**src/rtl/mayor_cmp.sv**
```systemverilog
// Registered unsigned magnitude comparator (GT/EQ/LT flags plus larger operand).
// Define MAYOR_CMP_COMB_EN to add the zero-latency combinational output F_c.
module mayor_cmp #(
  parameter int WIDTH = 3
) (
  input  logic             clk,
  input  logic             rst_n,
  input  logic             in_valid,
  input  logic [WIDTH-1:0] A,
  input  logic [WIDTH-1:0] B,
  output logic             F,
  output logic             EQ,
  output logic             LT,
  output logic [WIDTH-1:0] MAX,
`ifdef MAYOR_CMP_COMB_EN
  output logic             out_valid,
  output logic             F_c
`else
  output logic             out_valid
`endif
);

  logic             f_q, f_d;
  logic             eq_q, eq_d;
  logic             lt_q, lt_d;
  logic [WIDTH-1:0] max_q, max_d;
  logic             out_valid_q, out_valid_d;
  logic             gt_s, eq_s;

  assign gt_s = (A > B);
  assign eq_s = (A == B);

  // Next-state: capture a fresh result on accepted samples, otherwise hold.
  always_comb begin
    f_d         = f_q;
    eq_d        = eq_q;
    lt_d        = lt_q;
    max_d       = max_q;
    out_valid_d = in_valid;
    if (in_valid) begin
      f_d   = gt_s;
      eq_d  = eq_s;
      lt_d  = ~(gt_s | eq_s);
      max_d = (gt_s | eq_s) ? A : B;
    end else begin
      f_d   = f_q;
      eq_d  = eq_q;
      lt_d  = lt_q;
      max_d = max_q;
    end
  end

  // Output registers, cleared asynchronously.
  always_ff @(posedge clk or negedge rst_n) begin
    if (!rst_n) begin
      f_q         <= 1'b0;
      eq_q        <= 1'b0;
      lt_q        <= 1'b0;
      max_q       <= {WIDTH{1'b0}};
      out_valid_q <= 1'b0;
    end else begin
      f_q         <= f_d;
      eq_q        <= eq_d;
      lt_q        <= lt_d;
      max_q       <= max_d;
      out_valid_q <= out_valid_d;
    end
  end

  assign F         = f_q;
  assign EQ        = eq_q;
  assign LT        = lt_q;
  assign MAX       = max_q;
  assign out_valid = out_valid_q;

`ifdef MAYOR_CMP_COMB_EN
  assign F_c = gt_s;
`endif

endmodule

```
**config.mk**
```make
export PLATFORM = sky130hd
export DESIGN_NAME = mayor_cmp
export DESIGN_NICKNAME = d
export VERILOG_FILES = /design/src/rtl/mayor_cmp.sv
export SDC_FILE = /design/constraint.sdc
export NUM_CORES = 1
export LEC_CHECK = 0
export CORE_AREA = 2 2 39 41
export CTS_CLUSTER_SIZE = 8
export DETAILED_ROUTE_END_ITERATION = 8
export DIE_AREA = 0 0 41 43
export PLACE_DENSITY = 0.59
export SYNTH_ARGS = -nofsm -noshare
export SYNTH_HDL_FRONTEND = slang
export SYNTH_SLANG_ARGS = --single-unit
```
**constraint.sdc**
```tcl
create_clock -name clk -period 0.8 [get_ports clk]
set_input_delay 0.16 -clock clk [delete_from_list [all_inputs] [get_ports clk]]
set_output_delay 0.16 -clock clk [all_outputs]
set_load 0.01 [all_outputs]
```
==> impl_results.md <==
* # H-tree levels at 1
* Slew HR at slightly above 80%
* MaxCap Viol Count at 0
* HPWL Detailed at 650 µm
* Mapped Avg Cell Area at between 10 and 15 µm²
* Cell taking the most area after synthesis: dfrtp_1
* Total Power at roughly 1100 µW
* Clock sink count at 7
* Synth Cell Area at a little under 400 µm²
* Layout Nets at 78
* Total GRT Usage at approximately 11%
* CP max FO at 4
* Port buffer count at 15
* DRT iter0 DRCs at 1
* DRC at 0
* Post-synth top flop: dfrtp_1
* Register area at approximately 180 µm²
* Worst Reg2Reg Path Length in Cells at 4
* Slew @ Worst Pin at 0.292 ns
* Power per cell area at approximately 1600 nW/µm²
* Core Region at around 1400 µm²
* Worst R2R End: MAX[0]
* I/O Pins at 16
* Yosys cell types at 15
* Diode count at 0
* Largest cells by area after synthesis: dfrtp_1 (45%), mux2i_1 (13%), ha_1 (9.6%)
* Num CTS Buffers at 3
* Die height at approximately 43 µm
* Worst-path clk slew at ~0.05 ns
* Largest net degree at the start of global routing at 12
* Multi-input gate area at 233 µm²
* Layout cells sized above 1 at 55.4%
* Minimum clock period at about 0.99 ns
* Worst-skew pair later-pin latency at around 0.25 ns
* Worst VDD drop at approximately 0.53 mV
* Post-synth EDFFs at 0
* Register area share after synthesis at 44.7%
* Failing checks: negative setup slack
* Final GP Congestion at between 0.7 and 0.8
* Setup TNS at -1.50 ns
* CTS tree: built
* Worst setup margin at -0.187 ns
* Initial antenna violation count at 0
* Outcome: finished, violations left
* Rows at 14
* CTS Hold Buffers Added at 0
* Post-Synthesis Cells at 38
* Worst Hold Class: input port to async pin
* Initial core utilization at 28.3%
* Yosys reg bits at 7
* Vias in the first global route at ~330
* Root buf cell: clkbuf_4
* Yosys warns at 0
* Vias at 348
* Pre-antenna DRT Iters at 2
* Post-synth ARST share at 100%
* Commonest cells post-synth: dfrtp_1 (7), inv_1 (7), mux2i_1 (5)
* Tcrit/Tclk final at 123%
* Post-DR wirelength/cell at 10.6 µm
* Max Clock Freq at 1010 MHz
* Leak pwr at between 0.0003 and 0.0004 µW
* Critical Path RT at between 0.9 and 1 ns
* P&R area growth vs syn at 77.0%
* Total Die Area at between 1500 and 2000 µm²
* Max Slew Vio Count at 0
* CTS Buffer Depth at 2
* CP endpoint kind: flip-flop
* Antenna Violating Nets Remaining at 0
* Hold Fails Final Rpt at 0
* Filler instances at 131
* RSZ-0062 raised after global routing: yes
* Drt via density at about 4.3
* WS Path Type: input port to flip-flop
* Flop2flop setup slack at -0.07 ns
* Grt ovf at 0
* Worst Clk Skew at 0 ns
* Die width at about 41 µm
* Share of the synthesized area in the top cell type at 44.7%
* Final WL at about 860 µm
* DP Cell Count at 74
* FF-to-FF Start: MAX[0]
* Crit path DAT at between 1 and 1.5 ns
* Finished Layout Cells at between 80 and 90
* First-pass GRT wire length at between 1 and 1.5 mm
* Setup violations, final at 12
* Syn nets at 50
* Setup crit start kind: input port
[layout by cell type, fill, tap and decap left out, drive strengths merged]
cell / synthesis / final
clkdlybuf4s50: 0 / 2
clkbuf: 1 / 4
a21o: 1 / 1
dfrtp: 7 / 7
ha: 3 / 3
a21oi: 5 / 5
nand2: 2 / 2
inv: 7 / 7
nand3: 1 / 1
o21ai: 1 / 1
nor2b: 1 / 1
mux2i: 5 / 5
buf: 0 / 22
o22ai: 1 / 1
nor2: 3 / 3
[worst max path at each step]
| stage | to | slack (ns) | startpoint | depth (start not counted) |
|---|---|---|---|---|
| 2_1_floorplan | MAX[0] | -0.28 | B[2] | 6 |
| 3_5_place_dp | MAX[1] | -0.97 | B[2] | 8 |
| 5_1_grt | MAX[0] | -0.28 | B[2] | 7 |
| 6_report | MAX[1] | -0.19 | B[1] | 7 |
| 4_1_cts | MAX[1] | -0.26 | B[2] | 8 |
| 3_3_place_gp | MAX[2] | -0.96 | B[2] | 8 |
[timing repair]
| action | 4_1_cts | 5_1_grt |
|---|---|---|
| endpoints found under the setup margin | 13 | 13 |
| gates resized for setup | 62 | 4 |
| setup buffers | 2 | 2 |
| pin swaps | 9 | 7 |
[registers in the layout, summed over array words and instances, names as in the netlist]
register / cells
EQ: 1
F: 1
LT: 1
MAX: 3
out_valid: 1
[metal layers]
layer	routed length [µm]	part of all wire, %	global-route usage [%]	up-vias
met1	313	37	10.0	157
met5	0	0	0	-
met3	56	6.5	1.57	2
met2	468	55	19.4	11
li1	-	-	-	178
met4	18	2.1	10.0	0
[layout make-up]
cell class | instances | share of cell area, %
clock buffers | 4 | 3.79
repair buffers | 24 | 28.5
well taps | 16 | 2.89
multi-input cells | 23 | 33.6
inverters | 7 | 5.96
flip-flops and latches | 7 | 25.3
[power by group]
group | internal [µW] | switching, µW
clock | 190 | 120
combinational | 231 | 176
sequential | 399 | 20.2
total | 819 | 316
[stage by stage]
| step | cell area [µm²] | hold slack [ns] | utilization (%) | worst slack (ns) |
|---|---|---|---|---|
| 6_report | 693 | 0.159 | 50.1 | -0.187 |
| 5_1_grt | 693 | 0.187 | 50.1 | -0.279 |
| 4_1_cts | 671 | 0.161 | 48.5 | -0.257 |
| 3_5_place_dp | 658 | 0.430 | 47.6 | -0.969 |
| 3_3_place_gp | 658 | 0.439 | 47.6 | -0.962 |
| 2_1_floorplan | 447 | -0.136 | - | -0.281 |
[kinds of logic (layout without fill, tap and decap cells)]
logic type / after synthesis / after routing / share of synthesized area (%)
flip-flops: 7 / 7 / 44.7
AND/OR/NAND/NOR: 7 / 7 / 10.2
AO/OA/AOI/OAI: 8 / 8 / 15.0
buffers and inverters: 8 / 35 / 7.67
multiplexers: 5 / 5 / 12.8
adder cells (fa/ha/maj): 3 / 3 / 9.59
[critical path: stages]
cell     delay, ns
buf_6         0.08
inv_4         0.03
ha_4          0.27
nand2_4       0.05
o21ai_4       0.22
mux2i_1       0.22
a21oi_1       0.08
(Power assumes the default switching activity.)
